[src/rtl/atomic_unit.sv]
// RV32A atomic memory unit: sequences LR, SC and read-modify-write AMOs
// over a simple request/ready memory port and a reservation-check port.
module atomic_unit #(
  parameter int XLEN = 32
) (
  input  logic            clk,
  input  logic            reset,
  input  logic            start,
  input  logic [4:0]      funct5,
  input  logic [XLEN-1:0] addr,
  input  logic [XLEN-1:0] src,
  output logic            busy,
  output logic            done,
  output logic            err,
  output logic [XLEN-1:0] result,
  output logic            mem_req,
  output logic            mem_we,
  output logic [XLEN-1:0] mem_addr,
  output logic [XLEN-1:0] mem_wdata,
  input  logic            mem_ready,
  input  logic [XLEN-1:0] mem_rdata,
  output logic            lr_valid,
  output logic [XLEN-1:0] lr_addr,
  output logic            sc_valid,
  output logic [XLEN-1:0] sc_addr,
  input  logic            sc_success,
  output logic [2:0]      dbg_state
);

  typedef enum logic [2:0] {IDLE, READ, SC_CHECK, WRITE, DONE} state_t;
  typedef enum logic [3:0] {
    OP_LR, OP_SC, OP_SWAP, OP_ADD, OP_XOR, OP_AND, OP_OR,
    OP_MIN, OP_MAX, OP_MINU, OP_MAXU, OP_ILL
  } op_t;

  state_t          state_q, state_d;
  op_t             dec_op, op_q;
  logic            bad;
  logic [XLEN-1:0] addr_q, src_q, wdata_q, amo_new;

  always_comb begin
    dec_op = OP_ILL;
    case (funct5)
      5'b00010: dec_op = OP_LR;
      5'b00011: dec_op = OP_SC;
      5'b00001: dec_op = OP_SWAP;
      5'b00000: dec_op = OP_ADD;
      5'b00100: dec_op = OP_XOR;
      5'b01100: dec_op = OP_AND;
      5'b01000: dec_op = OP_OR;
      5'b10000: dec_op = OP_MIN;
      5'b10100: dec_op = OP_MAX;
      5'b11000: dec_op = OP_MINU;
      5'b11100: dec_op = OP_MAXU;
      default:  dec_op = OP_ILL;
    endcase
  end

  assign bad = (dec_op == OP_ILL) || (addr[1:0] != 2'b00);

  // New memory value from old (mem_rdata) and src; ties keep old.
  always_comb begin
    amo_new = src_q;
    case (op_q)
      OP_ADD:  amo_new = mem_rdata + src_q;
      OP_XOR:  amo_new = mem_rdata ^ src_q;
      OP_AND:  amo_new = mem_rdata & src_q;
      OP_OR:   amo_new = mem_rdata | src_q;
      OP_MIN:  amo_new = ($signed(src_q) < $signed(mem_rdata)) ? src_q : mem_rdata;
      OP_MAX:  amo_new = ($signed(src_q) > $signed(mem_rdata)) ? src_q : mem_rdata;
      OP_MINU: amo_new = (src_q < mem_rdata) ? src_q : mem_rdata;
      OP_MAXU: amo_new = (src_q > mem_rdata) ? src_q : mem_rdata;
      default: amo_new = src_q;
    endcase
  end

  always_ff @(posedge clk or posedge reset) begin
    if (reset) state_q <= IDLE;
    else       state_q <= state_d;
  end

  always_comb begin
    state_d = state_q;
    case (state_q)
      IDLE: begin
        if (start) begin
          if (bad)                  state_d = DONE;
          else if (dec_op == OP_SC) state_d = SC_CHECK;
          else                      state_d = READ;
        end
      end
      READ:     if (mem_ready) state_d = (op_q == OP_LR) ? DONE : WRITE;
      SC_CHECK: state_d = sc_success ? WRITE : DONE;
      WRITE:    if (mem_ready) state_d = DONE;
      DONE:     state_d = IDLE;
      default:  state_d = IDLE;
    endcase
  end

  always_ff @(posedge clk or posedge reset) begin
    if (reset) begin
      op_q    <= OP_ILL;
      addr_q  <= '0;
      src_q   <= '0;
      wdata_q <= '0;
      result  <= '0;
      err     <= 1'b0;
    end else begin
      if (state_q == IDLE && start) begin
        op_q    <= dec_op;
        addr_q  <= addr;
        src_q   <= src;
        wdata_q <= src;
        result  <= '0;
        err     <= bad;
      end
      if (state_q == READ && mem_ready) begin
        result <= mem_rdata;
        if (op_q != OP_LR) wdata_q <= amo_new;
      end
      if (state_q == SC_CHECK) result <= sc_success ? '0 : {{(XLEN-1){1'b0}}, 1'b1};
    end
  end

  // Memory handshake: mem_req with mem_we/mem_addr/mem_wdata is held steady
  // until the cycle mem_ready=1, which completes the access; ready without req is ignored.
  assign busy      = (state_q != IDLE);
  assign done      = (state_q == DONE);
  assign mem_req   = (state_q == READ) || (state_q == WRITE);
  assign mem_we    = (state_q == WRITE);
  assign mem_addr  = addr_q;
  assign mem_wdata = wdata_q;
  assign lr_valid  = (state_q == READ) && mem_ready && (op_q == OP_LR);
  assign lr_addr   = addr_q;
  assign sc_valid  = (state_q == SC_CHECK);
  assign sc_addr   = addr_q;
  assign dbg_state = state_q;

endmodule

[config.mk]
export PLATFORM = sky130hd
export DESIGN_NAME = atomic_unit
export DESIGN_NICKNAME = d
export VERILOG_FILES = /design/src/rtl/atomic_unit.sv
export SDC_FILE = /design/constraint.sdc
export NUM_CORES = 1
export LEC_CHECK = 0
export CORE_UTILIZATION = 65
export CTS_CLUSTER_DIAMETER = 200
export DETAILED_ROUTE_END_ITERATION = 7
export DONT_BUFFER_PORTS = 1
export MAX_ROUTING_LAYER = met4
export PLACE_DENSITY = 0.79
export RECOVER_POWER = 100
export SKIP_CTS_REPAIR_TIMING = 1
export SYNTH_ARGS = -nofsm -noshare
export SYNTH_HDL_FRONTEND = slang
export SYNTH_SLANG_ARGS = --single-unit
[constraint.sdc]
create_clock -name clk -period 6.2 [get_ports clk]
set_clock_uncertainty 0.05 [all_clocks]
set_input_delay 0.93 -clock clk [delete_from_list [all_inputs] [get_ports clk]]
set_output_delay 0.93 -clock clk [all_outputs]
set_load 0.02 [all_outputs]
---- After elaboration in Yosys (flattened, before gate mapping) ----
Memory sizes are Yosys's and may differ from the RTL's.
Cells that the tools add are included.
storage, ports and cells
  register bits after elaboration ......... 136
  memory bits (read-only) ................. 128
  input bits .............................. 106
  logic and storage cells ................. 65
  memories ................................ 1
cells by class
  add/subtract/negate cells ............... 1
  magnitude comparators ................... 4
  eq/ne operators ......................... 17
  muxes and demuxes ....................... 20
  bitwise operators ....................... 3
  reductions and logical operators ........ 12
memories
  name              words  bits a word  read ports  clocked after memory_dff  wr ports  line  source
  (name not given)  32     4            1           0                         0         43    case (funct5)
operator list
  kind                  count
  $mux W32              10
  $pmux W32 S8          1
  $gt A32 B32 Y1        2
  $lt A32 B32 Y1        2
  $add A32 B32 Y32      1
  $and A32 B32 Y32      1
  $or A32 B32 Y32       1
  $xor A32 B32 Y32      1
  $mux W3               6
  $eq A4 B3 Y1 const B  4
  $eq A4 B4 Y1 const B  4
  $pmux W3 S4           1
  $eq A3 B2 Y1 const B  2
  $reduce_bool A3 Y1    2
  $eq A4 B1 Y1 const B  1
  $eq A4 B2 Y1 const B  1
  $logic_not A4 Y1      1
  $ne A2 B2 Y1 const B  2
  $reduce_bool A4 Y1    1
  $eq A3 B1 Y1 const B  1
  $eq A3 B3 Y1 const B  1
  $logic_and A1 B1 Y1   3
  $logic_not A3 Y1      1
  $reduce_and A3 Y1     1
  5 further kinds       6

---- Depth between registers and ports, before layout ----
Gate-level depths: netlist of run 1.
An unclocked memory read counts as a cell.
  depth in word-level cells ............... 6
  depth in mapped cells ................... 13
  mapped depth without buffers ............ 11

---- Least setup slack after synthesis of run 1 ----
No wires, ideal clock.
  path type ............................... in2reg
  start point ............................. input port mem_rdata[13]
  end point ............................... register wdata_q[16] (netlist: mem_wdata[16])
  library setup time ...................... 134 ps
  arrival time ............................ 3548 ps
  required time ........................... 6016 ps
  setup slack ............................. 2469 ps
  stages .................................. 13
  path buffers ............................ 2
  path through ............................ inv_1 > ha_1 > buf_2 > nor4_2 > nand4_1 > o221ai_1 > o31ai_2 > nand2_2 > mux2_4 > or3_1 > buf_6 > a221oi_2 > a22oi_1
on the way
  longest elaborated chain between the ends .. 5
  elaborated cells on any way between the ends .. 12
RTL lines
  element                                 line  source
  from (decl)                             21    input logic [XLEN-1:0] mem_rdata,
  $gt A32 B32 Y1 (tied with other cells)  72    OP_MAXU: amo_new = (src_q > mem_rdata) ? src_q : mem_rdata;
  $mux W32, on equally long branches      n/a
  $pmux W32 S8 (*)                        64    case (op_q)
  $mux W32 (*)                            119   if (op_q != OP_LR) wdata_q <= amo_new;
  $mux W32 (*)                            117   if (state_q == READ && mem_ready) begin
  to (signal assigned)                    113   wdata_q <= src;
  to (signal assigned)                    119
  to (decl)                               39    logic [XLEN-1:0] addr_q, src_q, wdata_q, amo_new;
Every way passes the cells marked *; elsewhere a longest branch is shown, timed or not.
A chain may end at the register's enable or synchronous reset.

---- Worst setup path after layout of run 1 ----
  start point ............................. register state_q[0] (netlist: dbg_state[0])
  end point ............................... register wdata_q[8] (netlist: mem_wdata[8])
on the way
  longest elaborated chain between the ends .. 5
  elaborated cells on any way between the ends .. 7
RTL lines
  element                 line  source
  from (decl)             36    state_t state_q, state_d;
  from (signal assigned)  79    else state_q <= state_d;
  $logic_not A3 Y1        109   if (state_q == IDLE && start) begin
  $logic_and A1 B1 Y1     109
  $mux W32                109
  $mux W32                119
  $mux W32 (*)            117
Marks and branches as above.

==> results of run 1 <==
path summary, 6_finish.rpt:
path                                      endpoint  slack, ns  cells past startpoint                     start
setup / recovery            mem_wdata[8]$_DFF_PP0_       1.30                      9  dbg_state[0]$_DFFE_PP0P_
hold / removal                 op_q[1]$_DFFE_PP1P_       0.52                      2       op_q[1]$_DFFE_PP1P_
setup reg to reg            mem_wdata[8]$_DFF_PP0_       1.30                      9  dbg_state[0]$_DFFE_PP0P_
hold reg to reg                op_q[1]$_DFFE_PP1P_       0.52                      2       op_q[1]$_DFFE_PP1P_
max in group asynchronous    src_q[23]$_DFFE_PP0P_       2.13                      2                     reset
min in group asynchronous  lr_addr[30]$_DFFE_PP0P_       1.48                      1                     reset
cells in the mapped netlist (3+ instances only):
| master | instances | area [um2] |
|---|---|---|
| a211oi_1 | 12 | 90.09 |
| a21o_1 | 10 | 75.07 |
| a21oi_1 | 84 | 420.4 |
| a221o_1 | 9 | 90.09 |
| a221oi_1 | 23 | 201.4 |
| a221oi_2 | 9 | 135.1 |
| a22o_1 | 31 | 271.5 |
| a22oi_1 | 18 | 135.1 |
| a2bb2oi_1 | 3 | 26.28 |
| a31oi_1 | 13 | 81.33 |
| a32oi_1 | 3 | 26.28 |
| and2_1 | 6 | 37.54 |
| and3_1 | 11 | 68.82 |
| and4_1 | 3 | 26.28 |
| buf_1 | 3 | 11.26 |
| buf_2 | 20 | 100.1 |
| buf_4 | 64 | 480.5 |
| clkbuf_1 | 60 | 225.2 |
| dfrtp_1 | 133 | 3328 |
| dfstp_2 | 3 | 78.83 |
| ha_1 | 98 | 1226 |
| inv_1 | 81 | 304.0 |
| mux2i_1 | 3 | 30.03 |
| nand2_1 | 227 | 852.1 |
| nand2b_1 | 5 | 31.28 |
| nand3_1 | 23 | 115.1 |
| nand4_1 | 8 | 50.05 |
| nor2_1 | 74 | 277.8 |
| nor2b_1 | 11 | 68.82 |
| nor3_1 | 16 | 80.08 |
| nor3b_1 | 3 | 22.52 |
| nor4_2 | 4 | 50.05 |
| o2111ai_1 | 9 | 78.83 |
| o211ai_1 | 22 | 165.2 |
| o21a_1 | 8 | 60.06 |
| o21ai_0 | 77 | 385.4 |
| o21ai_1 | 6 | 30.03 |
| o21bai_1 | 6 | 45.04 |
| o221ai_1 | 4 | 35.03 |
| o31a_1 | 4 | 35.03 |
| o31ai_1 | 5 | 37.54 |
| or3_1 | 8 | 50.05 |
| or4_1 | 3 | 22.52 |
| xnor2_1 | 13 | 113.9 |
| xor2_1 | 4 | 35.03 |
cells by family (layout without fill, tap and decap cells):
group                    Yosys count  after routing  share of synthesized area, %
buffers and inverters            231            128                         10.89
adder cells (fa/ha/maj)           99             99                         11.90
XOR/XNOR                          17             17                         1.422
flip-flops                       136            136                         32.54
AND/OR/NAND/NOR                  413            413                         17.90
multiplexers                       4              4                        0.4301
AO/OA/AOI/OAI                    376            376                         24.93
cell type report:
| class | instances | area [um2] | share of cell area, % |
|---|---|---|---|
| Tap cell | 216 | 270.3 | 2.548 |
| Clock buffer | 18 | 429.2 | 4.046 |
| Clock inverter | 14 | 210.2 | 1.982 |
| Timing Repair Buffer | 13 | 76.32 | 0.7196 |
| Inverter | 83 | 312.8 | 2.949 |
| Sequential cell | 136 | 3407 | 32.12 |
| Multi-Input combinational cell | 909 | 5901 | 55.63 |
power by group through the flow:
stage	registers (mW)	clock network, mW	logic [mW]
after floorplan	1.87	0	2.70
after global placement	2.32	0	2.75
after detailed placement	2.32	0	2.80
after CTS	2.31	1.13	2.82
after global routing	2.37	1.17	3.08
final	2.32	1.12	2.82
sequential cells by signal, indices dropped and copies added, names as in the netlist:
register   count
mem_wdata     32
lr_addr       32
op_q           4
err            1
dbg_state      3
result        32
src_q         32
cell usage in the layout (no fill, tap or decap), drive strengths merged, types with 8 or more instances in the layout:
cell and n:
or3 8, o211ai 22, nand2 228, inv 89
o2111ai 9, clkbuf 24, nand3 23, dfrtp 133
o21a 8, xnor2 13, a21oi 85, ha 98
a211oi 12, nor2b 11, a21o 10, a22oi 18
nor2 74, a221oi 32, a221o 9, a22o 31
o21ai 83, a31oi 13, nand4 8, and3 11
nor3 16
per-stage QoR:
step / hold WS (ns) / utilization [%] / setup WS, ns / area (um2)
6_report: 0.5212 / 67.01 / 1.298 / 10610
5_1_grt: 0.5401 / 67.01 / 1.071 / 10610
4_1_cts: 0.4823 / 67.64 / 2.269 / 10710
3_5_place_dp: 0.5104 / 63.60 / 1.801 / 10070
3_3_place_gp: 0.4953 / 63.60 / 1.883 / 10070
2_1_floorplan: 0.4901 / - / 1.586 / 10470
critical path: stages (launching register included):
cell and delay [ns]:
dfrtp_1 0.60, inv_1 0.17, nor4b_1 0.38, clkbuf_1 1.48, nand2b_1 0.26, nor2_2 0.87
o2111ai_1 0.22, a221oi_1 0.39, a21oi_1 0.16, a2bb2oi_1 0.17
metal layers:
metal	vias to the layer above	routed length, um	GRT usage (%)
li1	4200	-	-
met1	4477	12670	46.13
met2	480	14890	61.21
met3	95	2341	7.651
met4	0	1268	18.69
met5	-	0	-
==> impl_metrics.json, run 1 <==
{
  "rsz0062_at_grt": "no",
  "criticalPathCategory": "register to register",
  "placed_instances": 1357,
  "floorplan.initialDensity_pct": 66.16,
  "max-slew-margin-rel_pct": -160.8,
  "cts-htree-levels": 4,
  "combPwrFrac_pct": 45.1,
  "p_switching_mw": 3.352,
  "routedWlPerCell_um": 22.44,
  "post_route_cells_drive_above_1_share_pct": 5.627,
  "fmax_mhz": 204.0,
  "synth_cell_types": 72,
  "wire_length_of_the_first_global_routing_pass_um": 46750,
  "cts-buffers-inserted": 17,
  "antenna_left": 0,
  "asyncSetResetFlopFracSynth_pct": 100.0,
  "route.detailed.vias_per_inst": 6.661,
  "antenna_violations_before_repair": 0,
  "route.vias.total": 9252,
  "final.setup.tns_ns": 0,
  "yosysWarnings": 0,
  "power.static_leakage_nw": 4.993,
  "critical_path_peak_fanout": 36,
  "port_buffers": 0,
  "grt_pass1_vias": 8705,
  "layout-area-overhead-vs-synth_pct": 1.290,
  "crit_path_start_kind": "register",
  "synth.net_count": 1481,
  "setup_viol": 0,
  "clock-root-buffer": "clkbuf_16",
  "hold_path_class": "register to register",
  "groute.usage.overall_pct": 38.25,
  "synth-edff-count": 0,
  "timing.final.hold_violations": 0,
  "number_of_synthesized_register_bits": 136,
  "core_area_um2": 15830,
  "dieArea_um2": 16620,
  "seq_power_share_pct": 37.0,
  "detail_route.iter0.violations": 818,
  "critPathArrivalTime_ns": 5.16,
  "worst_slew_pin_slew_ns": 3.891,
  "timing.final.crit_period_ns": 4.902,
  "largest_net_degree_at_the_start_of_global_routing": 86,
  "combined_area_of_all_synthesized_cells_um2": 10470,
  "clock_power_share_pct": 17.9,
  "largest_vdd_supply_drop_mv": 0.3008,
  "postSynthCellCount": 1276,
  "tritoncts_clock_tree": "built",
  "cp_data_required_time_ns": 6.46,
  "wirelength_um": 31170,
  "grt_overflow": 0,
  "end_kind": "register",
  "dpl.hpwl_um": 21460,
  "fillerInstances": 1343,
  "insertion_delay_ns": 0.44,
  "cts_sinks": 136,
  "nets": 1365,
  "power.density_nw_per_um2": 590.6,
  "dieWidth_um": 128.9,
  "internal_power_mw": 2.912,
  "synth_area_per_cell_um2": 8.206,
  "place.gp.congestion": 0.9597,
  "die_h_um": 128.9,
  "p_total_mw": 6.264,
  "path_clk_slew_ns": 0.06,
  "switching_share_pct": 53.52,
  "clk_path_buf_depth": 2,
  "pin_count": 276,
  "timing.final.crit_share_pct": 79.07,
  "max_cap_violations": 4,
  "drtPass1Iterations": 5,
  "failed_checks": "max-capacitance violations, max-slew violations",
  "post-route-drc-count": 0,
  "run_status": "finished with violations",
  "n_antenna_cell": 0,
  "floorplan_row_count": 46,
  "post_layout_nonfiller_instances": 1389,
  "dominantRegCellSynth": "dfrtp_1",
  "synth.yosys.seq_area_share_pct": 32.54,
  "finalMaxSlewViolations": 200
}
(Power assumes the default switching activity.)
==> inputs of run 2 (changes only) <==
--- a/config.mk
+++ b/config.mk
@@ -5,12 +5,13 @@
 export SDC_FILE = /design/constraint.sdc
 export NUM_CORES = 1
 export LEC_CHECK = 0
-export CORE_UTILIZATION = 65
+export ABC_AREA = 1
+export CORE_UTILIZATION = 60
 export CTS_CLUSTER_DIAMETER = 200
 export DETAILED_ROUTE_END_ITERATION = 7
 export DONT_BUFFER_PORTS = 1
 export MAX_ROUTING_LAYER = met4
-export PLACE_DENSITY = 0.79
+export PLACE_DENSITY = 0.77
 export RECOVER_POWER = 100
 export SKIP_CTS_REPAIR_TIMING = 1
 export SYNTH_ARGS = -nofsm -noshare
==> constraint.sdc (replaced) <==
create_clock -name clk -period 4.3 [get_ports clk]
set_clock_uncertainty 0.05 [all_clocks]
set_input_delay 0.645 -clock clk [delete_from_list [all_inputs] [get_ports clk]]
set_output_delay 0.645 -clock clk [all_outputs]
set_load 0.02 [all_outputs]
==> run 2 against run 1 <==
The flow still finishes with violations (max-capacitance violations, max-slew violations). Hold slack got worse by 0.25 ns. Non-clock buffer count grew 22. First-iteration DRC count grew 60%. Power is 86% higher. Flip-flop and latch count is the same. Area after synthesis up 18%. Sequential share of layout area is 5.3 points lower. Routed wire length up 49%. Final cell count up 51%. Cell area increased by 20%. Largest cell class unchanged.
==> impl_metrics.json, run 2 <==
{
  "floorplan.initialDensity_pct": 61.06,
  "post_synth_top_area_cell": "dfrtp_1",
  "critical_path_peak_fanout": 18,
  "tritoncts_clock_tree": "built",
  "rsz0062_at_grt": "no",
  "n_antenna_cell": 0,
  "finalMaxSlewViolations": 234,
  "combined_area_of_all_synthesized_cells_um2": 12320,
  "dominantRegCellSynth": "dfrtp_1",
  "dieArea_um2": 21100,
  "max-slew-margin-rel_pct": -26.92,
  "worst_slew_pin_slew_ns": 1.904,
  "timing.final.crit_period_ns": 3.777,
  "sequential_cell_area_in_the_final_layout_um2": 3407,
  "synthMostInstantiatedCell": "nand2_1",
  "run_status": "finished with violations",
  "cts-htree-levels": 4,
  "antenna_left": 0,
  "wire_length_of_the_first_global_routing_pass_um": 71240,
  "routedWlPerCell_um": 22.25,
  "largest_vdd_supply_drop_mv": 0.3905,
  "dpl.hpwl_um": 33150,
  "route.detailed.vias_per_inst": 6.234,
  "power.density_nw_per_um2": 917.7,
  "detail_route.iter0.violations": 1311,
  "failed_checks": "max-capacitance violations, max-slew violations",
  "die_h_um": 145.3,
  "post_route_cells_drive_above_1_share_pct": 5.702,
  "drtPass1Iterations": 6,
  "synth_cell_types": 47,
  "ys_top_cells_by_area": "dfrtp_1 27%, nand2_1 18%, ha_1 10%, nand3_1 9.6%, o21ai_0 5.2%",
  "crit_path_start_kind": "register",
  "timing.final.hold_violations": 0,
  "final.setup.worst_slack_ns": 0.5226,
  "pin_count": 276,
  "synth.net_count": 2114,
  "clock-root-buffer": "clkbuf_16",
  "synth_area_per_cell_um2": 6.451,
  "asyncSetResetFlopFracSynth_pct": 100.0,
  "nets": 2017,
  "synth.yosys.seq_area_share_pct": 27.66,
  "slowest_delay_ns": 0.54,
  "yosysWarnings": 0,
  "final.setup.tns_ns": 0,
  "floorplan_row_count": 52,
  "groute.usage.overall_pct": 45.33,
  "worst_path_dominant_cell_family": "simple AND/OR/NAND/NOR gates",
  "wirelength_um": 46600,
  "insertion_delay_ns": 0.44,
  "netlist.area_leader.share_pct": 27.02,
  "number_of_synthesized_register_bits": 136,
  "antenna_violations_before_repair": 0,
  "fillerInstances": 1933,
  "worstPathCellList": "inv_1 > ha_1 > inv_1 > a21oi_1 > nand2_1 > nand2_1 > nand2_1 > a21oi_1 > nand2_4 > buf_4 > nand2_1 > nand3_1 > buf_4 > a21oi_1 > nand3_1 > nand2_1 > nand2_1",
  "max_cap_violations": 4,
  "hold_slack_ns": 0.2672,
  "grt_pass1_vias": 12130,
  "critical-path-top-cell-by-count": "nand2_1",
  "critical_path_s_slowest_cell": "ha_1",
  "port_buffers": 0,
  "largest_net_degree_at_the_start_of_global_routing": 72,
  "dieWidth_um": 145.3,
  "layout-area-overhead-vs-synth_pct": 3.230,
  "critPathArrivalTime_ns": 4.05,
  "p_total_mw": 11.67,
  "synth.cells.most_frequent": "598 x nand2_1, 237 x nand3_1, 166 x inv_1",
  "post-route-drc-count": 0,
  "synth-edff-count": 0,
  "cp_data_required_time_ns": 4.57,
  "route.vias.total": 13060,
  "end_kind": "register",
  "clk_path_buf_depth": 2,
  "cts-buffers-inserted": 17,
  "setup_viol": 0,
  "timing.critical_path.buf_inv": 4,
  "criticalPathCategory": "register to register",
  "postPlaceCellArea_um2": 12160,
  "power.static_leakage_nw": 6.516,
  "layout_common_cells": "597 x nand2_1, 237 x nand3_1, 165 x inv_1, 140 x o21ai_0, 133 x dfrtp_1",
  "place.gp.congestion": 1.057,
  "path_clk_slew_ns": 0.07,
  "dp_worst_setup_slack_ns": 0.7376,
  "core_area_um2": 20170,
  "timing.final.crit_share_pct": 87.85,
  "postSynthCellCount": 1909,
  "final_cell_area_um2": 12710,
  "cts_sinks": 136,
  "grt_overflow": 0,
  "fmax_mhz": 264.7,
  "hold_path_class": "primary input to register",
  "footprint_of_the_multi_input_gates_um2": 7380,
  "layout.cells.most_common": "nand2_1"
}
## run 2: changes by cell type after synthesis, moves of 13 or more
cell and delta:
xnor2_1 -13, a22o_1 -31, nor2_1 +42, o21ai_0 +52, a221oi_1 -19, a22oi_1 -18
nand2_1 +371, inv_1 +85, nand3_1 +214, a21oi_1 +23, o22ai_1 +18
## run 2: logic make-up after synthesis
family / count (synthesis) / share of synthesized area (%)
simple gates: 1005 / 34.28
compound gates: 334 / 15.26
buf+inv: 333 / 12.54
flops: 136 / 27.66
fa+ha+maj: 99 / 10.12
xor+xnor: 2 / 0.1423
## run 2: layout make-up
type                            count  area share [%]
Multi-Input combinational cell   1440           58.05
Sequential cell                   136           26.80
Inverter                          182           5.393
Clock buffer                       17           3.346
Tap cell                          270           2.657
Timing Repair Buffer               35           2.441
Clock inverter                     14           1.319
## run 2: power breakdown
group | switching [mW] | internal [mW] | leakage (nW)
logic | 4.56 | 1.99 | 4.52
registers | 1.70 | 1.88 | 1.72
clock network | 0.673 | 0.867 | 0.276
## run 2: final timing paths
kind                       cells past startpoint  slack [ns]                   from                       to
hold / removal                                 2        0.27               addr[25]  lr_addr[25]$_DFFE_PP0P_
hold reg to reg                                2        0.48    op_q[1]$_DFFE_PP1P_      op_q[1]$_DFFE_PP1P_
max in group asynchronous                      2        1.12                  reset  mem_wdata[18]$_DFF_PP0_
setup reg to reg                              17        0.52  src_q[27]$_DFFE_PP0P_  mem_wdata[17]$_DFF_PP0_
setup / recovery                              17        0.52  src_q[27]$_DFFE_PP0P_  mem_wdata[17]$_DFF_PP0_
min in group asynchronous                      1        0.51                  reset  lr_addr[10]$_DFFE_PP0P_
## run 2: worst reg2reg max path, cell delays in order, from the launching register on
cell and delay [ns]:
dfrtp_1 0.43, inv_1 0.17, ha_1 0.54, inv_1 0.16
a21oi_1 0.16, nand2_1 0.15, nand2_1 0.09, nand2_1 0.05
a21oi_1 0.51, nand2_4 0.16, buf_4 0.26, nand2_1 0.21
nand3_1 0.17, buf_4 0.21, a21oi_1 0.14, nand3_1 0.10
nand2_1 0.08, nand2_1 0.05
## run 2: stage by stage
stage,util (%),instances
5_1_grt,63.03,2094
3_5_place_dp,60.31,2063
2_1_floorplan,-,1909
3_3_place_gp,60.31,2063
4_1_cts,63.25,2094
6_report,63.03,2094
## run 2: routing by layer
metal | GRT usage [%] | share of wire (%) | vias up
met1 | 56.73 | 39 | 6054
met3 | 12.99 | 12 | 136
li1 | - | - | 6010
met5 | - | 0 | -
met4 | 17.79 | 3.8 | 0
met2 | 69.01 | 45 | 855
